**src/rtl/pc_jump_pkg.sv**
```systemverilog
// Shared types and constants for the PC jump unit: FSM state encoding,
// jump-table entry layout and the power-on/reset table contents.
package pc_jump_pkg;

    localparam int PC_W_DEF  = 10;
    localparam int OFF_W_DEF = 8;
    localparam int DEPTH_DEF = 32;
    localparam int LUT_IDX_W = $clog2(DEPTH_DEF);

    typedef enum logic [1:0] {
        ST_IDLE = 2'd0,
        ST_RUN  = 2'd1,
        ST_HALT = 2'd2
    } state_e;

    typedef struct packed {
        logic                        abs;
        logic signed [OFF_W_DEF-1:0] value;
    } jump_entry_t;

    function automatic jump_entry_t mk_entry(input logic abs, input int value);
        jump_entry_t e;
        e.abs   = abs;
        e.value = OFF_W_DEF'(value);
        return e;
    endfunction

    // Entry 0 is the rightmost element; unlisted entries are relative 0.
    localparam jump_entry_t [DEPTH_DEF-1:0] LUT_INIT = {
        {(DEPTH_DEF-8){mk_entry(1'b0, 0)}},
        mk_entry(1'b1, -1),
        mk_entry(1'b1, 100),
        mk_entry(1'b0, -3),
        mk_entry(1'b0, 10),
        mk_entry(1'b0, 0),
        mk_entry(1'b0, 0),
        mk_entry(1'b1, 8),
        mk_entry(1'b0, 1)
    };

endpackage

```
**src/rtl/pc_jump_unit_jump_table.sv**
```systemverilog
// Jump-table storage with a combinational read port.
// PC_JUMP_LUT_WR_EN selects a writable register array; otherwise the table is the LUT_INIT ROM.
module jump_table
    import pc_jump_pkg::*;
#(
    parameter int OFF_W = OFF_W_DEF,
    parameter int DEPTH = DEPTH_DEF,
    parameter int PTR_W = $clog2(DEPTH)
) (
    input  logic                    clk,
    input  logic                    reset,
    input  logic [PTR_W-1:0]        ptr,
    input  logic                    wr_en,
    input  logic [PTR_W-1:0]        wr_ptr,
    input  logic                    wr_abs,
    input  logic signed [OFF_W-1:0] wr_data,
    output logic                    rd_valid,
    output logic                    rd_abs,
    output logic signed [OFF_W-1:0] rd_value
);

    localparam int IDX_W = (DEPTH > 1) ? $clog2(DEPTH) : 1;

    function automatic logic init_abs(input int i);
        jump_entry_t e;
        e = (i < DEPTH_DEF) ? LUT_INIT[i[LUT_IDX_W-1:0]] : '0;
        return e.abs;
    endfunction

    // Sign-extends (or truncates) the package-width value to this table's width.
    function automatic logic signed [OFF_W-1:0] init_value(input int i);
        jump_entry_t e;
        e = (i < DEPTH_DEF) ? LUT_INIT[i[LUT_IDX_W-1:0]] : '0;
        return OFF_W'(e.value);
    endfunction

    logic [IDX_W-1:0] rd_idx;

    assign rd_idx   = ptr[IDX_W-1:0];
    assign rd_valid = 32'(ptr) < DEPTH;

`ifdef PC_JUMP_LUT_WR_EN
    logic                    abs_q [DEPTH];
    logic signed [OFF_W-1:0] val_q [DEPTH];
    logic [IDX_W-1:0]        wr_idx;

    assign wr_idx = wr_ptr[IDX_W-1:0];

    // Reads see the pre-write contents, so a same-cycle write lands one cycle later.
    always_ff @(posedge clk) begin
        if (reset) begin
            for (int i = 0; i < DEPTH; i++) begin
                abs_q[i] <= init_abs(i);
                val_q[i] <= init_value(i);
            end
        end else if (wr_en && (32'(wr_ptr) < DEPTH)) begin
            abs_q[wr_idx] <= wr_abs;
            val_q[wr_idx] <= wr_data;
        end
    end

    assign rd_abs   = rd_valid ? abs_q[rd_idx] : 1'b0;
    assign rd_value = rd_valid ? val_q[rd_idx] : '0;
`else
    logic unused_wr;

    assign unused_wr = ^{clk, reset, wr_en, wr_ptr, wr_abs, wr_data};
    assign rd_abs    = rd_valid ? init_abs(int'(rd_idx)) : 1'b0;
    assign rd_value  = rd_valid ? init_value(int'(rd_idx)) : '0;
`endif

endmodule

```
**src/rtl/pc_jump_unit.sv**
```systemverilog
// Program-counter sequencer with IDLE/RUN/HALT control and table-driven jumps.
// Table writability is controlled by the PC_JUMP_LUT_WR_EN macro (see jump_table).
module pc_jump_unit
    import pc_jump_pkg::*;
#(
    parameter int PC_W  = PC_W_DEF,
    parameter int OFF_W = OFF_W_DEF,
    parameter int DEPTH = DEPTH_DEF,
    parameter int PTR_W = $clog2(DEPTH)
) (
    input  logic                    clk,
    input  logic                    reset,
    input  logic                    start,
    input  logic                    halt_req,
    input  logic                    branch,
    input  logic [PTR_W-1:0]        ptr,
    input  logic                    wr_en,
    input  logic [PTR_W-1:0]        wr_ptr,
    input  logic                    wr_abs,
    input  logic signed [OFF_W-1:0] wr_data,
    output logic [PC_W-1:0]         pc,
    output logic                    running,
    output logic                    done,
    output logic                    bad_ptr
);

    localparam logic [1:0] S_IDLE = ST_IDLE;
    localparam logic [1:0] S_RUN  = ST_RUN;
    localparam logic [1:0] S_HALT = ST_HALT;

    logic [1:0]              state_q;
    logic [PC_W-1:0]         pc_q;
    logic                    bad_q;
    logic                    rd_valid;
    logic                    rd_abs;
    logic signed [OFF_W-1:0] rd_value;
    logic [PC_W-1:0]         pc_next;

    jump_table #(
        .OFF_W (OFF_W),
        .DEPTH (DEPTH),
        .PTR_W (PTR_W)
    ) u_jump_table (
        .clk      (clk),
        .reset    (reset),
        .ptr      (ptr),
        .wr_en    (wr_en),
        .wr_ptr   (wr_ptr),
        .wr_abs   (wr_abs),
        .wr_data  (wr_data),
        .rd_valid (rd_valid),
        .rd_abs   (rd_abs),
        .rd_value (rd_value)
    );

    // Absolute targets use the raw entry bits; relative ones are sign-extended, wrapping mod 2^PC_W.
    function automatic logic [PC_W-1:0] branch_target(
        input logic [PC_W-1:0]         cur,
        input logic                    is_abs,
        input logic signed [OFF_W-1:0] value
    );
        if (is_abs) begin
            return PC_W'($unsigned(value));
        end
        return cur + PC_W'(value);
    endfunction

    always_comb begin
        pc_next = pc_q + PC_W'(1);
        if (branch && rd_valid) begin
            pc_next = branch_target(pc_q, rd_abs, rd_value);
        end
    end

    // State / PC register stage: start wins over halt_req, which wins over branch.
    always_ff @(posedge clk) begin
        if (reset) begin
            state_q <= S_IDLE;
            pc_q    <= '0;
            bad_q   <= 1'b0;
        end else begin
            case (state_q)
                S_IDLE: begin
                    if (start) begin
                        state_q <= S_RUN;
                        pc_q    <= '0;
                        bad_q   <= 1'b0;
                    end
                end
                S_RUN: begin
                    if (start) begin
                        pc_q  <= '0;
                        bad_q <= 1'b0;
                    end else if (halt_req) begin
                        state_q <= S_HALT;
                    end else begin
                        pc_q <= pc_next;
                        if (branch && !rd_valid) begin
                            bad_q <= 1'b1;
                        end
                    end
                end
                S_HALT: begin
                    if (start) begin
                        state_q <= S_RUN;
                        pc_q    <= '0;
                        bad_q   <= 1'b0;
                    end
                end
                default: begin
                    state_q <= S_IDLE;
                    pc_q    <= '0;
                    bad_q   <= 1'b0;
                end
            endcase
        end
    end

    assign pc      = pc_q;
    assign running = (state_q == S_RUN);
    assign done    = (state_q == S_HALT);
    assign bad_ptr = bad_q;

endmodule

```
**config.mk**
```make
export PLATFORM = sky130hd
export DESIGN_NAME = pc_jump_unit
export DESIGN_NICKNAME = d
export VERILOG_FILES = /design/src/rtl/pc_jump_pkg.sv /design/src/rtl/pc_jump_unit_jump_table.sv /design/src/rtl/pc_jump_unit.sv
export SDC_FILE = /design/constraint.sdc
export NUM_CORES = 1
export LEC_CHECK = 0
export CORE_ASPECT_RATIO = 0.8
export CORE_MARGIN = 2
export CORE_UTILIZATION = 48
export DETAILED_ROUTE_END_ITERATION = 10
export GPL_ROUTABILITY_DRIVEN = 0
export PLACE_DENSITY = 0.8
export SYNTH_ARGS = -nofsm -noshare
export SYNTH_HDL_FRONTEND = slang
export SYNTH_SLANG_ARGS = --single-unit
```
**constraint.sdc**
```tcl
create_clock -name clk -period 3.6 [get_ports clk]
set_input_delay 0.9 -clock clk [delete_from_list [all_inputs] [get_ports clk]]
set_output_delay 0.9 -clock clk [all_outputs]
set_load 0.01 [all_outputs]
```
### Word-level counts from Yosys, hierarchy flattened

Memory sizes are Yosys's and may differ from the RTL's.
Index checks and enable logic that the tools add are counted.

* logic and storage cells: 30
* output and inout bits: 13
* memories: 1
* bits of input ports: 25
* ROM bits: 288
* bits in registers: 12

* reductions and logical operators: 4
* equality and inequality tests: 6
* muxes and demuxes: 14
* add/sub/neg operators: 2
* $lt $le $gt $ge: 1

Memories
* (name not given): depth 32, width 9, rd ports 1, clocked after memory_dff 0, write ports 0, RTL line pc_jump_unit_jump_table.sv:33 `e = (i < DEPTH_DEF) ? LUT_INIT[i[LUT_IDX_W-1:0]] : '0;`

Operators by type and width (number)
* 10-bit 2-to-1 mux: 6
* 10-bit case mux with 2 select lines: 1
* 10-bit by 1-bit adder with 10-bit output (second input constant): 1
* 10-bit adder: 1
* 9-bit 2-to-1 mux: 1
* 5-bit by 6-bit less-than comparator with 1-bit output (second input constant): 1
* 2-bit 2-to-1 mux: 3
* 2-bit != test (second input constant): 2
* 2-bit case mux with 2 select lines: 1
* 3-bit != test (second input constant): 1
* 3-bit AND reduction: 1
* 2-bit by 1-bit == test with 1-bit output (second input constant): 1
* 2-bit == test (second input constant): 1
* 2-bit zero test: 1
* 1-bit 2-to-1 mux: 2
* 2-bit by 1-bit != test with 1-bit output (second input constant): 1
* 2-bit AND reduction: 1
* 2-bit OR reduction: 1

### Longest topological paths before layout

* depth in word-level cells: 9
* mapped depth: 12
* depth with buffers taken out: 12

### Cells and area by module

A second synthesis with hierarchy kept.

* cell total of the unflattened synthesis: 207
* area total of the unflattened synthesis: 1560.2 µm²

By module, submodules not included
* pc_jump_unit: instances 1, sequential area each 260.2 µm², cells an instance 187, area each 1398.8 µm²
* jump_table: instances 1, sequential area each 0.0 µm², cells an instance 20, area each 161.4 µm²

### Worst setup path after synthesis

Ideal clock, no wire load.

* path kind: input -> register
* start point: input ptr[0]
* end point: register pc_q[4], in the netlist pc[4]
* buffers on the path: 0
* library setup time: 134 ps
* required time: 3466 ps
* stages: 11
* path slack: 635 ps
* arrival time: 2831 ps
* cell sequence: inv_1 -> ha_1 -> mux2i_1 -> nor3_1 -> ha_1 -> fa_1 -> a21oi_1 -> o21ai_1 -> a211o_2 -> a31oi_1 -> o221ai_1

* longest elaborated chain between the ends: 9
* elaborated cells on any way between the ends: 11
* those cells by class: add/sub (1); mux (9); memory (1)

RTL lines
* from (decl): RTL line pc_jump_unit.sv:16 `input logic [PTR_W-1:0] ptr,`
* memory 32 x 9 bit (*)
* 9-bit 2-to-1 mux (not written as such) (*): RTL line pc_jump_unit_jump_table.sv:26 `e = (i < DEPTH_DEF) ? LUT_INIT[i[LUT_IDX_W-1:0]] : '0;`
* parallel branches: the longest is 2 deep, another holds 10-bit adder
* 10-bit 2-to-1 mux (*): RTL line pc_jump_unit.sv:65 `return cur + PC_W'(value);`
* 10-bit 2-to-1 mux (*): RTL line pc_jump_unit.sv:70 `if (branch && rd_valid) begin`
* 10-bit 2-to-1 mux (*): RTL line pc_jump_unit.sv:94 `end else if (halt_req) begin`
* 10-bit 2-to-1 mux (*): RTL line pc_jump_unit.sv:91 `if (start) begin`
* 10-bit case mux with 2 select lines (*): RTL line pc_jump_unit.sv:82 `case (state_q)`
* to (signal assigned): RTL line pc_jump_unit.sv:97 `pc_q <= pc_next;`
* to (decl): RTL line pc_jump_unit.sv:32 `logic [PC_W-1:0] pc_q;`

Mark *: on every way between the ends. The select of a mux whose other input is x is not followed.
A chain may end at the register's enable or synchronous reset.

### Final worst setup path

Same ends and word-level chain as after synthesis.

==> results.ini <==
[critical_path]
crit_required_ns=3.75
timing.rr.end=pc[5]
crit_chain=clkdlybuf4s50_1 > inv_1 > ha_1 > mux2i_1 > nor3_2 > ha_1 > fa_2 > a21oi_2 > buf_4 > nor3_2 > a211o_2 > a31oi_1 > o221ai_1
cp-end-kind=flop
critPathMaxFanout=2
path_class=input port to flop
crit_family=compound AO/OA/AOI/OAI gates
timing.reg2reg.setup_slack_ns=1.35
cp_slowest_cell=clkdlybuf4s50_1
critPathBufInv=3
arrival_ns=3.55
cp_slowest_stage_delay_ns=0.48
r2r_cells=7
worst_setup_path_start_kind=input port
r2r_start=pc[4]

[grt]
grt.overflow.total=0
grt_pass1_wl_um=6085
grt.total_usage=0.2314
antenna_found_initial=0
grt_max_degree=18
grt_pass1_vias=1369

[timing]
hold_violations=0
setup_viol=0
fin_crit_ns=3.398
worst_pin_slew_ns=0.6007
finalWorstSetupSlack_ns=0.2021
fin_crit_sh=0.9439
fin_skew_ns=0.003719
timing.fmax_mhz=294.3
rsz0062_at_grt=no
slew_viol_final=0
maxSlewHeadroom=0.5978

[placement]
placed_cell_area_mm2=0.001668
port_buffers=21
dp_hpwl_um=2819
dp_slack_ns=-0.1550
dp_cells=244

[logic_synthesis]
synth-simple-area-share=0.2976
synth-seq-area-share=0.1774
synth_top_family_by_area=simple AND/OR/NAND/NOR gates
yosysTopAreaCell=dfxtp_1
synth_area_leaders=dfxtp_1 18%, ha_1 11%, nor2_1 5.8%
yosys.area_share.xor_xnor=0.03882
synth.mux.area_fraction=0.05268
synth-seq-cells=12
synth_top_area_frac=0.1774
yosys_most_used_dff=dfxtp_1
synthCells=177
ys_types=55
synth_area_per_cell_um2=7.649
synth_most_common_cell=nor2_1
syn-cell-area_mm2=0.001354
ys_warn_count=0
synth_common_cells=21 x nor2_1, 16 x nand2_1, 12 x dfxtp_1, 12 x ha_1, 12 x o21ai_0
synth-edff-count=0
synth_compound_area_frac=0.2579
async_flop_share=0
syn_nets=215
synth_fa_ha_area_frac=0.1257

[power]
ir_drop_v=0.0001464
power_density_mw_per_mm2=175.9
finalPower_uw=299.3
leakagePower_uw=0.0007469

[layout]
final_area_mm2=0.001702
antennaDiodeCount=0
drive_gt1_frac=0.1579
syn_to_final_growth_pct=25.69
nets=249
final_cells=247
final_util=0.6250

[route]
wl_per_cell_um=14.36
drc_errors=0
vias=1449
totalWireLength_um=3548
viasPerCell=5.866
firstDrtPassIters=4
drtIter0Drc=63
antenna_violating_nets_post_route=0

[outcome]
status=finished clean

[floorplan]
fp.dieH_um=51.50
num_rows=17
io_pins=38
core-area_mm2=0.002723
die_w_um=63.38
initial_core_util=0.4972
die-area_mm2=0.003264

[clocking]
cts_tree=done
cts_max_level=1
clk_pin_slew_ns=0.08
cts_inserted_buffers=3
insertion_delay_ns=0.28
post_cts_buffers=0
cts_root_buf=clkbuf_4
cts.sinks=12
cts_buffer_depth=2

[worst_hold_path]
hp-class=flop to flop
min_from=state_q[1]
min_to=state_q[0]
holdPathStages=1

[run]
max_cap_violations=0

## sequential cells by signal, summed over array words and instances (netlist names)
name / flops
pc: 10
state_q: 2
## per-layer routing
metal | share of wire | track usage | wire length, um
met3 | 0.054 | 0.03030 | 193
met4 | 0.022 | 0.09058 | 79
met5 | 0 | 0 | 0
met1 | 0.47 | 0.3114 | 1656
met2 | 0.46 | 0.3807 | 1620
## power breakdown
| group | switching, uW | total, uW | internal (uW) |
|---|---|---|---|
| sequential | 2.75 | 137 | 134 |
| clock | 46.0 | 84.9 | 38.8 |
| combinational | 40.2 | 77.2 | 37.0 |
## cell usage in the layout, fill, tap and decap left out, types with 2 or more instances in the layout
cell / count
a22oi_1: 2
nand4_1: 3
inv_1: 8
nor3b_1: 3
dfxtp_1: 12
nand3_1: 8
a21o_1: 4
clkbuf_4: 3
ha_1: 12
nand2b_1: 2
nor3_2: 2
a221oi_1: 3
and2_2: 2
mux2i_1: 6
clkdlybuf4s50_1: 21
a21oi_1: 9
nand2_1: 16
o221ai_1: 2
nor2_1: 21
xnor2_1: 5
o21bai_1: 2
and3_1: 2
nor3_1: 3
nor2b_1: 3
o21ai_0: 12
a31oi_1: 2
buf_4: 12
## logic make-up (layout without fill, tap and decap cells)
| group | after synthesis | count (layout) |
|---|---|---|
| AO/OA/AOI/OAI | 50 | 50 |
| XOR/XNOR | 6 | 6 |
| adder cells (fa/ha/maj) | 13 | 13 |
| buffers and inverters | 12 | 44 |
| flip-flops | 12 | 12 |
| multiplexers | 7 | 7 |
| other | 1 | 1 |
| AND/OR/NAND/NOR | 76 | 76 |
## cell type report
cell class                 instances  area (um2)
inverter                           8       30.03
sequential                        12       240.2
clock buffer                       3       22.52
fill                             256        1021
tap                               38       47.55
timing repair buffer              33       300.3
multi-input combinational        153        1061
## repair_timing
item | 4_1_cts | 5_1_grt
gates resized for setup | 0 | 3
hold buffers | 0 | 0
endpoints found under the hold margin | 0 | 0
setup endpoints to repair | 0 | 3
## stage by stage
step | hold WS [ns] | setup TNS (ns)
after floorplan | 0.4332 | 0
after global placement | 0.4578 | -0.2587
after detailed placement | 0.4719 | -0.4291
after CTS | 0.4732 | 0
after global routing | 0.5237 | 0
final | 0.4720 | 0
## worst max path at each step
stage	cells past startpoint	to	startpoint	slack, ns
floorplan	11	pc[4]	ptr[0]	0.64
global placement	13	pc[4]	ptr[0]	-0.13
detailed placement	13	pc[4]	ptr[0]	-0.15
CTS	13	pc[4]	ptr[0]	0.11
global route	12	pc[5]	ptr[0]	0.02
finish	13	pc[4]	ptr[0]	0.20
(Power assumes the default switching activity.)
